File: src/rtl/matrix_scan_driver.sv
// Row-multiplexed LED matrix driver: fetches one ROM row, shifts it MSB-first into an
// external shift-register chain, latches it and lights the row for a fixed dwell time.
module matrix_scan_driver #(
  parameter int NUM_ROWS     = 5,
  parameter int DWELL_CYCLES = 1000
) (
  input  logic        clk,
  input  logic        rst,
  input  logic        enable,
  output logic [4:0]  addRom,
  input  logic [31:0] dataRom,
  output logic        ser_data,
  output logic        ser_clk,
  output logic        ser_latch,
  output logic [4:0]  row_sel,
  output logic        row_en,
  output logic        frame_done
);

  localparam int             DW         = (DWELL_CYCLES > 1) ? $clog2(DWELL_CYCLES) : 1;
  localparam logic [4:0]     LAST_ROW   = 5'(NUM_ROWS - 1);
  localparam logic [DW-1:0]  DWELL_LOAD = DW'(DWELL_CYCLES - 1);

  typedef enum logic [2:0] {IDLE, FETCH, SHIFT, LATCH, DISPLAY} state_t;

  state_t        state_q, state_d;
  logic [4:0]    row_q, row_d;
  logic [4:0]    addr_q, addr_d;
  logic [4:0]    row_sel_q, row_sel_d;
  logic [31:0]   shreg_q, shreg_d;
  logic [5:0]    bit_cnt_q, bit_cnt_d;
  logic [DW-1:0] dwell_q, dwell_d;
  logic          frame_done_q, frame_done_d;

  always_ff @(posedge clk or posedge rst) begin
    if (rst) begin
      state_q      <= IDLE;
      row_q        <= '0;
      addr_q       <= '0;
      row_sel_q    <= '0;
      shreg_q      <= '0;
      bit_cnt_q    <= '0;
      dwell_q      <= '0;
      frame_done_q <= 1'b0;
    end else begin
      state_q      <= state_d;
      row_q        <= row_d;
      addr_q       <= addr_d;
      row_sel_q    <= row_sel_d;
      shreg_q      <= shreg_d;
      bit_cnt_q    <= bit_cnt_d;
      dwell_q      <= dwell_d;
      frame_done_q <= frame_done_d;
    end
  end

  always_comb begin
    state_d      = state_q;
    row_d        = row_q;
    addr_d       = addr_q;
    row_sel_d    = row_sel_q;
    shreg_d      = shreg_q;
    bit_cnt_d    = bit_cnt_q;
    dwell_d      = dwell_q;
    frame_done_d = 1'b0;
    case (state_q)
      IDLE: begin
        if (enable) state_d = FETCH;
      end
      FETCH: begin
        addr_d    = row_q;
        shreg_d   = dataRom;
        bit_cnt_d = '0;
        state_d   = SHIFT;
      end
      // Even count = ser_clk low phase, odd count = high phase; advance the bit after the high phase.
      SHIFT: begin
        bit_cnt_d = bit_cnt_q + 6'd1;
        if (bit_cnt_q[0]) shreg_d = {shreg_q[30:0], 1'b0};
        if (bit_cnt_q == 6'd63) begin
          row_sel_d = row_q;
          state_d   = LATCH;
        end
      end
      LATCH: begin
        dwell_d = DWELL_LOAD;
        state_d = DISPLAY;
      end
      DISPLAY: begin
        if (dwell_q == '0) begin
          frame_done_d = (row_q == LAST_ROW);
          row_d        = (row_q == LAST_ROW) ? 5'd0 : row_q + 5'd1;
          state_d      = enable ? FETCH : IDLE;
        end else begin
          dwell_d = dwell_q - DW'(1);
        end
      end
      default: state_d = IDLE;
    endcase
  end

  assign addRom     = (state_q == FETCH) ? row_q : addr_q;
  assign ser_data   = (state_q == SHIFT) & shreg_q[31];
  assign ser_clk    = (state_q == SHIFT) & bit_cnt_q[0];
  assign ser_latch  = (state_q == LATCH);
  assign row_sel    = row_sel_q;
  assign row_en     = (state_q == DISPLAY);
  assign frame_done = frame_done_q;

endmodule

File: config.mk
export PLATFORM = sky130hd
export DESIGN_NAME = matrix_scan_driver
export DESIGN_NICKNAME = d
export VERILOG_FILES = /design/src/rtl/matrix_scan_driver.sv
export SDC_FILE = /design/constraint.sdc
export NUM_CORES = 1
export LEC_CHECK = 0
export CAP_MARGIN = 10
export CELL_PAD_IN_SITES_DETAIL_PLACEMENT = 1
export CELL_PAD_IN_SITES_GLOBAL_PLACEMENT = 2
export CORE_ASPECT_RATIO = 1.1
export CORE_UTILIZATION = 41
export DETAILED_ROUTE_END_ITERATION = 10
export DONT_BUFFER_PORTS = 1
export PLACE_DENSITY_LB_ADDON = 0.08
export SYNTH_ARGS = -nofsm -noshare
export SYNTH_HDL_FRONTEND = slang
export SYNTH_SLANG_ARGS = --single-unit
File: constraint.sdc
create_clock -name clk -period 3 [get_ports clk]
set_input_delay 0.6 -clock clk [delete_from_list [all_inputs] [get_ports clk]]
set_output_delay 0.6 -clock clk [all_outputs]
set_load 0.1 [all_outputs]
-- Word-level counts from Yosys, hierarchy flattened
Cells that the tools add are included.
- input port bits: 35
- output and inout bits: 15
- logic and storage cells: 47
- bits in registers: 67
- reduce and logical (&&, ||, !) cells: 9
- eq/ne operators: 11
- $add $sub $neg: 3
- muxes and demuxes: 14
- bitwise operators: 2
- operators by type and width (cell ; count):
    one-hot mux 32 bit (2 select lines) ; 1
    2-to-1 mux 32 bit ; 1
    one-hot mux 10 bit (2 select lines) ; 1
    one-hot mux 3 bit (5 select lines) ; 1
    one-hot mux 6 bit (2 select lines) ; 1
    zero test 10 bit ; 1
    2-to-1 mux 10 bit ; 1
    2-to-1 mux 5 bit ; 2
    subtractor 10 x 1 -> 10 bit (second input constant) ; 1
    2-to-1 mux 3 bit ; 3
    inequality test 2 bit (second input constant) ; 4
    AND reduction 2 bit ; 4
    adder 6 x 1 -> 6 bit (second input constant) ; 1
    equality test 3 x 2 -> 1 bit (second input constant) ; 2
    equality test 6 bit (second input constant) ; 1
    adder 5 x 1 -> 5 bit (second input constant) ; 1
    equality test 5 x 3 -> 1 bit (second input constant) ; 1
    nonzero test 2 bit ; 2
    equality test 3 x 1 -> 1 bit (second input constant) ; 1
    equality test 3 bit (second input constant) ; 1
    zero test 3 bit ; 1
    2-to-1 mux 1 bit ; 3
    AND reduction 3 bit ; 1
    bitwise AND 1 bit ; 2
    inequality test 2 x 1 -> 1 bit (second input constant) ; 1

-- Depth between registers and ports, before layout
- depth after elaboration: 3
- gate-level depth with buffers: 6
- mapped depth without buffers: 6

-- Worst setup path after synthesis
OpenSTA, ideal clock, no wires.
- path kind: reg2out
- start point: register state_q[1]
- end point: output port ser_data
- path buffers: 2
- arrival: 1.856 ns
- stages on the path, launching flop included: 5
- data required time: 2.400 ns
- path slack: 0.544 ns
- cell sequence: dfrtp_1 nor3b_1 buf_2 buf_2 and2_1
- longest elaborated chain between the ends: 2
- RTL lines (element ; RTL line ; text):
    from (decl) ; 26 ; state_t state_q, state_d;
    from (signal assigned) ; 46 ; state_q <= state_d;
    equality test 3 x 2 -> 1 bit ; 103 ; assign ser_data = (state_q == SHIFT) & shreg_q[31];
    bitwise AND 1 bit ; 103 ;
    to (decl) ; 12 ; output logic ser_data,
Every way passes these cells.

-- Worst setup path after layout
- start point: register state_q[0]
- end point: output port addRom[4]
- longest elaborated chain between the ends: 2
- RTL lines (element ; RTL line ; text):
    equality test 3 x 1 -> 1 bit ; 102 ; assign addRom = (state_q == FETCH) ? row_q : addr_q;
    2-to-1 mux 5 bit ; 102 ;
    to (decl) ; 10 ; output logic [4:0] addRom,
Every way passes these cells.

==> summary.md <==
| Metric | Value |
|---|---|
| Status | `complete, no violations` |
| Setup Viol. Count Final | `0` |
| R2R setup slack | `0.85 ns` |
| Fin. max-slew vios | `0` |
| XOR/XNOR Fraction of Synth Area | `0.00827` |
| Slew @ Worst Pin | `0.904 ns` |
| Synth Area in Compound Gates | `0.102` |
| Dpl hpwl | `4.54 mm` |
| Most frequent cells in the layout | `67 x dfrtp_1, 42 x o21ai_0, 40 x nand2_1, 34 x mux2i_1, 12 x mux2_2` |
| Part of the Yosys area used for sequential elements | `0.528` |
| Vias in the first global route | `2256` |
| Mapped Cells | `288` |
| H-tree depth | `3` |
| Core area | `0.00747 sq mm` |
| Clock Tree Buf Depth | `2` |
| Clk pin slew, worst setup/hold paths | `0.07 ns` |
| DIE HEIGHT | `94.3 um` |
| Max-cap violation count | `0` |
| Setup TNS | `0 ns` |
| Synth-to-layout area growth | `10.9%` |
| Crit end category | `output port` |
| Fmax | `0.391 GHz` |
| Mapped Area | `0.00318 sq mm` |
| Total CTS buffers | `9` |
| CTS tree | `yes` |
| Data arrival time of the worst path | `1.96 ns` |
| Routed len/inst | `16.1 um` |
| Postcts setup bufs | `0` |
| Syn Area/Cell | `11.0 sq um` |
| Fin crit share | `0.853` |
| Initial Utilization | `0.425` |
| Initial antenna violation count | `0` |
| Mux cell area share after synthesis | `0.150` |
| Layout cells sized above 1 | `0.178` |
| Yosys reg bits | `67` |
| Adder-Cell Fraction of Synth Area | `0.0158` |
| Final Critical Period | `2.56 ns` |
| P_leak | `1.67 nW` |
| FF/Latch Area | `0.00168 sq mm` |
| Top_reg_cell synth | `dfrtp_1` |
| Critical R2R Capture | `shreg_q[4]` |
| R2R Path Start | `state_q[1]` |
| Die Footprint | `0.00810 sq mm` |
| GPL Wtd Cong | `0.778` |
| Cts-stage hold buffer count | `0` |
| Post-synth cell types | `45` |
| Tightest Hold Check Type | `primary input to async pin` |
| Final Hold Fails | `0` |
| # nets final | `337` |
| I/O pins | `50` |
| Ant. Diodes | `0` |
| Die width | `85.9 um` |
| Post-synth ARST share | `1.00` |
| Worst vdd ir | `455 uV` |
| Root Buffer | `clkbuf_8` |
| Clk Latency, worst-skew pair | `0.34 ns` |
| CTS sink count | `67` |
| Final WS setup | `0.441 ns` |
| Syn_nets | `327` |
| IO Port Bufs | `0` |
| Multi-input logic area | `0.00143 sq mm` |
| Final ANT Viol Nets | `0` |
| Largest net degree at the start of global routing | `36` |
| PD cells | `919 mW/mm^2` |
| Crit Path Category | `flip-flop to output port` |
| Total Routed Length | `6.56 mm` |
| Post-synth EDFFs | `0` |
| Simple-gate share of the synthesized area | `0.168` |
| Post_cts resized | `0` |
| Critical path required time | `2.40 ns` |
| Total track usage | `0.180` |
| Vias/cell | `5.24` |
| CP max FO | `6` |
| Yosys Warn Count | `0` |
| TritonRoute pass-1 iters | `4` |
| First-pass GRT wire length | `11.2 mm` |
| Grt ovf | `0` |
| R2R depth | `5` |
| RSZ-0062 raised after global routing | `no` |
| Main combinational cell family by area after synthesis | `simple AND/OR/NAND/NOR gates` |
| Most common cell after layout, fill and taps aside | `dfrtp_1` |
| Via count | `2137` |
| Drt first-iter violations | `67` |
| Worst slew margin | `0.397` |
| Layout Skew | `0.00831 ns` |
| Startpoint Class | `flip-flop` |
| Fillcell total | `829` |
| Rows | `33` |
| DRC Markers | `0` |
| Pre-CTS setup slack | `0.777 ns` |
[where the power goes]
| part | leakage, nW | switching [W] | internal (W) |
|---|---|---|---|
| clock | 0.0905 | 0.000333 | 0.000344 |
| combinational | 0.731 | 0.000665 | 0.000447 |
| sequential | 0.845 | 0.000247 | 0.00120 |
[cells by family after synthesis]
kind of cell | after synthesis
AOI/OAI and AO/OA | 56
xor gates and xnor gates | 3
adders and majority gates | 4
buffers and inverters | 21
DFF | 67
muxes | 46
and+or+nand+nor | 91
[critical path: stages (launching register included)]
cell and delay, ns:
dfrtp_1 0.46, nor3b_2 0.53, mux2_2 0.63
[how the worst max path moves through the flow]
stage                     from        end  slack [ns]  cells after the start
floorplan           state_q[1]   ser_data        0.54                      4
global placement    state_q[0]  addRom[2]        0.81                      2
detailed placement  state_q[0]  addRom[3]        0.78                      2
CTS                 state_q[0]  addRom[3]        0.39                      2
global route        state_q[0]  addRom[2]        0.34                      2
finish              state_q[0]  addRom[4]        0.44                      2
[cells in the mapped netlist (all sizes together) (2+ instances only)]
| cell type | number | area, sq um |
|---|---|---|
| mux2i | 34 | 340 |
| nand2b | 3 | 18.8 |
| nand2 | 40 | 150 |
| a21oi | 2 | 13.8 |
| nand3b | 2 | 15.0 |
| o31ai | 2 | 15.0 |
| nor3b | 4 | 52.6 |
| ha | 4 | 50.1 |
| and2 | 2 | 12.5 |
| buf | 6 | 35.0 |
| dfrtp | 67 | 1680 |
| nand3 | 8 | 40.0 |
| xor2 | 2 | 17.5 |
| mux2 | 12 | 135 |
| or4 | 3 | 26.3 |
| nand4 | 2 | 12.5 |
| nor2 | 10 | 37.5 |
| o311ai | 2 | 17.5 |
| or3 | 3 | 21.3 |
| inv | 9 | 33.8 |
| nor3 | 6 | 41.3 |
| clkbuf | 6 | 22.5 |
| o21ai | 42 | 210 |
| a211o | 2 | 17.5 |
[flip-flops by register name, summed over array words and instances (netlist names)]
name        count
shreg_q        32
frame_done      1
state_q         3
dwell_q        10
row_sel         5
addr_q          5
bit_cnt_q       6
row_q           5
[area by class of cell]
class / count / area share
Timing Repair Buffer: 11 / 0.0234
Multi-Input combinational cell: 200 / 0.405
Clock inverter: 2 / 0.00284
Tap cell: 105 / 0.0373
Sequential cell: 67 / 0.476
Inverter: 9 / 0.00959
Clock buffer: 14 / 0.0462
[per-layer routing]
metal  GRT usage  part of all wire  vias to the layer above
met5           0                 0                        -
met4      0.0750             0.016                        0
met3      0.0641             0.057                        9
met2       0.280              0.46                       38
met1       0.228              0.46                     1051
li1            -                 -                     1039
[metrics by stage]
step,cell area [sq um],std cells,hold slack (ns),total power [W],utilization
finish,3520,408,0.196,0.00324,0.471
global route,3520,408,0.231,0.00351,0.471
CTS,3520,408,0.214,0.00330,0.471
detailed placement,3350,392,0.472,0.00261,0.448
global placement,3350,392,0.461,0.00256,0.448
floorplan,3180,288,0.442,0.00233,-
(Power assumes the default switching activity.)
==> edit 1: new RTL, config.mk and constraints unchanged <==
Register the inputs `enable` and `dataRom` before use. The logic sees them one clock later.
--- a/src/rtl/matrix_scan_driver.sv
+++ b/src/rtl/matrix_scan_driver.sv
@@ -24,2 +24,10 @@
   typedef enum logic [2:0] {IDLE, FETCH, SHIFT, LATCH, DISPLAY} state_t;
+
+  logic enable_q;
+  logic [31:0] dataRom_q;
+
+  always_ff @(posedge clk) begin
+    enable_q  <= enable;
+    dataRom_q <= dataRom;
+  end
 
@@ -67,3 +75,3 @@
       IDLE: begin
-        if (enable) state_d = FETCH;
+        if (enable_q) state_d = FETCH;
       end
@@ -71,3 +79,3 @@
         addr_d    = row_q;
-        shreg_d   = dataRom;
+        shreg_d   = dataRom_q;
         bit_cnt_d = '0;
@@ -92,3 +100,3 @@
           row_d        = (row_q == LAST_ROW) ? 5'd0 : row_q + 5'd1;
-          state_d      = enable ? FETCH : IDLE;
+          state_d      = enable_q ? FETCH : IDLE;
         end else begin
Behaviour: not the same (a bounded check fails within 4 cycles, from zero or initial values and one cycle with rst high).
==> edit 1 against the original RTL <==
  * Total power increased by 18%
  * Synthesized area increased by 19%
  * Final area increased by 19%
  * Hold slack got worse by 0.018 ns
  * Clock power increased by 24%
  * Setup slack improved by 0.052 ns
  * Wire length increased by 7.0%
  * Sequential cell count increased by 33
==> edit 1: results (changes against the original RTL) <==
{
  "outcome": {"value": "completed", "change": "unchanged"},
  "worst_pin_slew": {"value": 0.904, "unit": "ns", "change": "about the same"},
  "multi_input_comb_area": {"value": 1370, "unit": "µm²", "change": "was 1430 µm²"},
  "netlist_top_cells_count": {"value": "sky130_fd_sc_hd__dfrtp_1 (67), sky130_fd_sc_hd__nand2_1 (52), sky130_fd_sc_hd__o21ai_0 (43), sky130_fd_sc_hd__dfxtp_1 (33), sky130_fd_sc_hd__mux2i_1 (32)", "change": "was sky130_fd_sc_hd__dfrtp_1 (67), sky130_fd_sc_hd__o21ai_0 (42), sky130_fd_sc_hd__nand2_1 (40), sky130_fd_sc_hd__mux2i_1 (34), sky130_fd_sc_hd__mux2_2 (12)"},
  "grt_antenna_before_repair": {"value": 1, "change": "was 0"},
  "placement_stage_cell_area": {"value": 3990, "unit": "µm²", "change": "was 3350 µm²"},
  "path_max_fanout": {"value": 7, "change": "was 6"},
  "grt_pass1_vias": {"value": 2423, "change": "was 2,256"},
  "final_cell_count_no_fill": {"value": 461, "change": "was 408"},
  "dp.cells": {"value": 444, "change": "was 392"},
  "leakage_power_of_the_design": {"value": 0.00185, "unit": "µW", "change": "was 0.00167 µW"},
  "reg.largest.list": {"value": "dataRom_q (32), shreg_q (32), dwell_q (10)", "change": "was shreg_q (32), dwell_q (10), bit_cnt_q (6)"},
  "synthTopCellsByArea": {"value": "sky130_fd_sc_hd__dfrtp_1 (44%), sky130_fd_sc_hd__dfxtp_1 (17%), sky130_fd_sc_hd__mux2i_1 (8.5%)", "change": "was sky130_fd_sc_hd__dfrtp_1 (53%), sky130_fd_sc_hd__mux2i_1 (11%), sky130_fd_sc_hd__o21ai_0 (6.6%)"},
  "power.ir.vdd_worst": {"value": 0.000378, "unit": "V", "change": "was 0.000455 V"},
  "global_route.usage.met3": {"value": 3.76, "unit": "%", "change": "was 6.41%"},
  "worst-endpoint-arrival": {"value": 1.91, "unit": "ns", "change": "was 1.96 ns"},
  "synth_sequential_area_ratio": {"value": 61.8, "unit": "%", "change": "was 52.8%"},
  "clk_latency": {"value": 0.37, "unit": "ns", "change": "was 0.34 ns"},
  "dr.first_iter.drc_count": {"value": 87, "change": "was 67"},
  "viasPerCell": {"value": 5.21, "change": "was 5.24"},
  "power.net_switching": {"value": 1360, "unit": "µW", "change": "was 1240 µW"},
  "dp.final_hpwl": {"value": 4780, "unit": "µm", "change": "was 4540 µm"},
  "global_route.usage.met1": {"value": 20.9, "unit": "%", "change": "was 22.8%"},
  "postSynth.asyncResetShare": {"value": 67.0, "unit": "%", "change": "was 100%"},
  "timing.reg2reg.setup_slack": {"value": 0.96, "unit": "ns", "change": "was 0.85 ns"},
  "grt_start_max_net_pins": {"value": 63, "change": "was 36"},
  "clkTransAtPathRegs": {"value": 0.10, "unit": "ns", "change": "was 0.07 ns"},
  "gr-usage-all-layers": {"value": 16.4, "unit": "%", "change": "was 18.0%"}
}
edit 1: cell count changes after synthesis, sizes merged, moves of 3 or more:
| cell | unedited run | this run |
|---|---|---|
| dfxtp | 0 | 33 |
| nand2 | 40 | 52 |
| mux2 | 12 | 6 |
| a31oi | 1 | 6 |
| o211ai | 0 | 3 |
| or2 | 0 | 3 |
| or3 | 3 | 0 |
edit 1: worst max-delay path, stage by stage (launching register included):
cell,delay [ns]
sky130_fd_sc_hd__dfrtp_1,0.48
sky130_fd_sc_hd__nor3b_2,0.57
sky130_fd_sc_hd__nand2_1,0.11
sky130_fd_sc_hd__nand2_1,0.09
sky130_fd_sc_hd__buf_4,0.29
edit 1: cell type report:
class / instances / share of cell area, %
sequential: 100 / 55.8
multi-input combinational: 208 / 32.8
clock buffer: 13 / 4.30
tap: 114 / 3.40
timing repair buffer: 13 / 2.33
inverter: 9 / 0.926
clock inverter: 3 / 0.418
antenna: 1 / 0.0597
edit 1: path summary, 6_finish.rpt:
check / depth (start not counted) / from / to
hold reg to reg: 2 / dataRom_q[0] / shreg_q[0]
min in group clk: 0 / dataRom[23] / dataRom_q[23]
setup reg to reg: 5 / state_q[0] / shreg_q[16]
hold / removal: 1 / rst / shreg_q[24]
setup / recovery: 4 / state_q[0] / addRom[2]
max in group asynchronous: 2 / rst / row_q[3]
edit 1: power groups by stage:
| stage | combinational [µW] | clock (µW) | sequential [µW] |
|---|---|---|---|
| 6_report | 1060 | 842 | 1910 |
| 5_1_grt | 1200 | 939 | 1970 |
| 4_1_cts | 1090 | 877 | 1920 |
| 3_3_place_gp | 1050 | 0 | 1940 |
| 3_5_place_dp | 1090 | 0 | 1940 |
| 2_1_floorplan | 897 | 0 | 1860 |
edit 1: logic make-up after synthesis:
| group | synth area share (%) |
|---|---|
| simple gates | 14.0 |
| compound gates | 9.09 |
| flops | 61.8 |
| fa+ha+maj | 1.32 |
| mux | 10.2 |
| xor+xnor | 0.926 |
| buf+inv | 2.61 |
edit 1: metrics by stage:
step	worst slack [ns]	power, µW
3_3_place_gp	0.859	2980
4_1_cts	0.410	3880
6_report	0.493	3810
5_1_grt	0.295	4110
3_5_place_dp	0.846	3030
2_1_floorplan	-0.583	2750
edit 1: per-layer routing:
layer / up-vias / wire length (µm) / share of wire, %
met5: - / 0 / 0
met4: 0 / 155 / 2.2
met3: 10 / 204 / 2.9
met2: 43 / 3290 / 47
met1: 1180 / 3360 / 48
li1: 1167 / - / -
==> edit 2: new RTL, same flow settings <==
Made on the original files. The parameter `DWELL_CYCLES` goes from 1000 to 2000.
--- a/src/rtl/matrix_scan_driver.sv
+++ b/src/rtl/matrix_scan_driver.sv
@@ -4,3 +4,3 @@
   parameter int NUM_ROWS     = 5,
-  parameter int DWELL_CYCLES = 1000
+  parameter int DWELL_CYCLES = 2000
 ) (
Behaviour: no difference found for any inputs over 10 cycles, from zero or initial values and one cycle with rst high; that may be too few to reach the edited logic, so the function may still have changed.
==> edit 2 against the original RTL <==
  * Clock skew up 0.0017 ns
  * Wire length decreased by 2.9%
  * Critical path depth increased by 2
  * Setup slack gained 0.087 ns
  * Count of clock-buffer cells in the layout decreased by 3
  * Sequential cell count grew 1
  * Final area rose by 2.1%
  * Core utilization up 0.97 points
  * Total power is 7.0% higher
  * Sequential share of layout area down 0.26 points
  * Synthesized area rose by 0.16%
  * Clock power rose by 38%
  * Largest cell class unchanged
  * Largest power group unchanged
  * Highest routed layer unchanged
==> edit 2: results (changes against the original RTL) <==
{
  "globalplace.congestion": {"value": 0.687, "change": "was 0.778"},
  "wl_per_cell": {"value": 15.6, "unit": "µm", "change": "was 16.1 µm"},
  "critical_path.top_delay_family": {"value": "buffers and inverters", "change": "was multiplexers"},
  "reg.largest.list": {"value": "shreg_q (32), dwell_q (11), bit_cnt_q (6)", "change": "was shreg_q (32), dwell_q (10), bit_cnt_q (6)"},
  "post_synthesis_net_count": {"value": 330, "change": "was 327"},
  "route.layer.met1.wl": {"value": 2940, "unit": "µm", "change": "was 3040 µm"},
  "netlist_top_cells_count": {"value": "sky130_fd_sc_hd__dfrtp_1 (68), sky130_fd_sc_hd__o21ai_0 (46), sky130_fd_sc_hd__nand2_1 (45), sky130_fd_sc_hd__mux2i_1 (35), sky130_fd_sc_hd__mux2_2 (10)", "change": "was sky130_fd_sc_hd__dfrtp_1 (67), sky130_fd_sc_hd__o21ai_0 (42), sky130_fd_sc_hd__nand2_1 (40), sky130_fd_sc_hd__mux2i_1 (34), sky130_fd_sc_hd__mux2_2 (12)"},
  "power.ir.vdd_worst": {"value": 0.000493, "unit": "V", "change": "was 0.000455 V"},
  "reg2regPathDepth": {"value": 6, "change": "was 5"},
  "outcome": {"value": "completed", "change": "unchanged"},
  "worst-endpoint-arrival": {"value": 1.87, "unit": "ns", "change": "was 1.96 ns"},
  "path_max_fanout": {"value": 26, "change": "was 6"},
  "viasPerCell": {"value": 5.26, "change": "was 5.24"},
  "grt_start_max_net_pins": {"value": 69, "change": "was 36"},
  "crit-reg2reg-launch": {"value": "dwell_q[0]", "change": "was state_q[1]"},
  "slowest_delay": {"value": 0.44, "unit": "ns", "change": "was 0.63 ns"},
  "dr.first_iter.drc_count": {"value": 72, "change": "was 67"},
  "synthTopCellsByArea": {"value": "sky130_fd_sc_hd__dfrtp_1 (53%), sky130_fd_sc_hd__mux2i_1 (11%), sky130_fd_sc_hd__o21ai_0 (7.2%)", "change": "was sky130_fd_sc_hd__dfrtp_1 (53%), sky130_fd_sc_hd__mux2i_1 (11%), sky130_fd_sc_hd__o21ai_0 (6.6%)"},
  "leakage_power_of_the_design": {"value": 0.00162, "unit": "µW", "change": "was 0.00167 µW"},
  "grt_pass1_vias": {"value": 2326, "change": "was 2,256"},
  "met3WireLength": {"value": 268, "unit": "µm", "change": "was 377 µm"},
  "synth_sequential_area_ratio": {"value": 53.5, "unit": "%", "change": "was 52.8%"},
  "skew": {"value": 0.0100, "unit": "ns", "change": "was 0.00831 ns"},
  "wl_met2": {"value": 3050, "unit": "µm", "change": "was 3040 µm"},
  "dp.final_hpwl": {"value": 4240, "unit": "µm", "change": "was 4540 µm"}
}
-- edit 2: per-stage QoR --
step                setup WS, ns  total power, µW  hold slack, ns  util [%]  area [µm²]
floorplan                  0.600             2310           0.442         -        3180
detailed placement         0.855             2570           0.471      44.8        3350
finish                     0.529             3470           0.188      48.1        3600
global placement           0.912             2530           0.461      44.8        3350
CTS                        0.474             3530           0.218      48.1        3600
global route               0.413             3720           0.245      48.1        3600
-- edit 2: metal layers --
metal / vias to the layer above / global-route usage [%]
met4: 0 / 7.50
met1: 1052 / 21.7
li1: 1052 / -
met3: 11 / 4.37
met2: 31 / 28.6
met5: - / 0
-- edit 2: cell families (layout without fill, tap and decap cells) --
kind of cell             after synthesis  after routing  synth area share (%)
AO/OA/AOI/OAI                         62             62                  11.2
XOR/XNOR                               3              3                 0.826
adder cells (fa/ha/maj)                4              4                  1.57
buffers and inverters                 19             31                  2.52
flip-flops                            68             68                  53.5
multiplexers                          45             45                  14.5
AND/OR/NAND/NOR                       90             90                  15.9
-- edit 2: where the power goes --
| part | internal, µW | leakage [µW] | switching, µW |
|---|---|---|---|
| sequential | 1220 | 0.000853 | 231 |
| combinational | 406 | 0.000639 | 679 |
| clock | 580 | 0.000124 | 354 |
| total | 2200 | 0.00162 | 1260 |
-- edit 2: layout make-up --
cell class,count,area (µm²),share of cell area [%]
Timing Repair Buffer,7,65.1,1.81
Sequential cell,68,1700,47.3
Multi-Input combinational cell,204,1420,39.4
Inverter,8,32.5,0.905
Clock buffer,11,141,3.93
Tap cell,105,131,3.65
Clock inverter,5,108,2.99
-- edit 2: worst max path at each step --
stage          startpoint           to  slack (ns)  cells past startpoint
6_report       state_q[1]      ser_clk        0.53                      4
5_1_grt        state_q[1]      ser_clk        0.41                      4
4_1_cts        state_q[1]      ser_clk        0.47                      4
3_5_place_dp   state_q[1]      ser_clk        0.85                      4
3_3_place_gp   dwell_q[0]  dwell_q[10]        0.91                      6
2_1_floorplan  state_q[1]     ser_data        0.60                      4
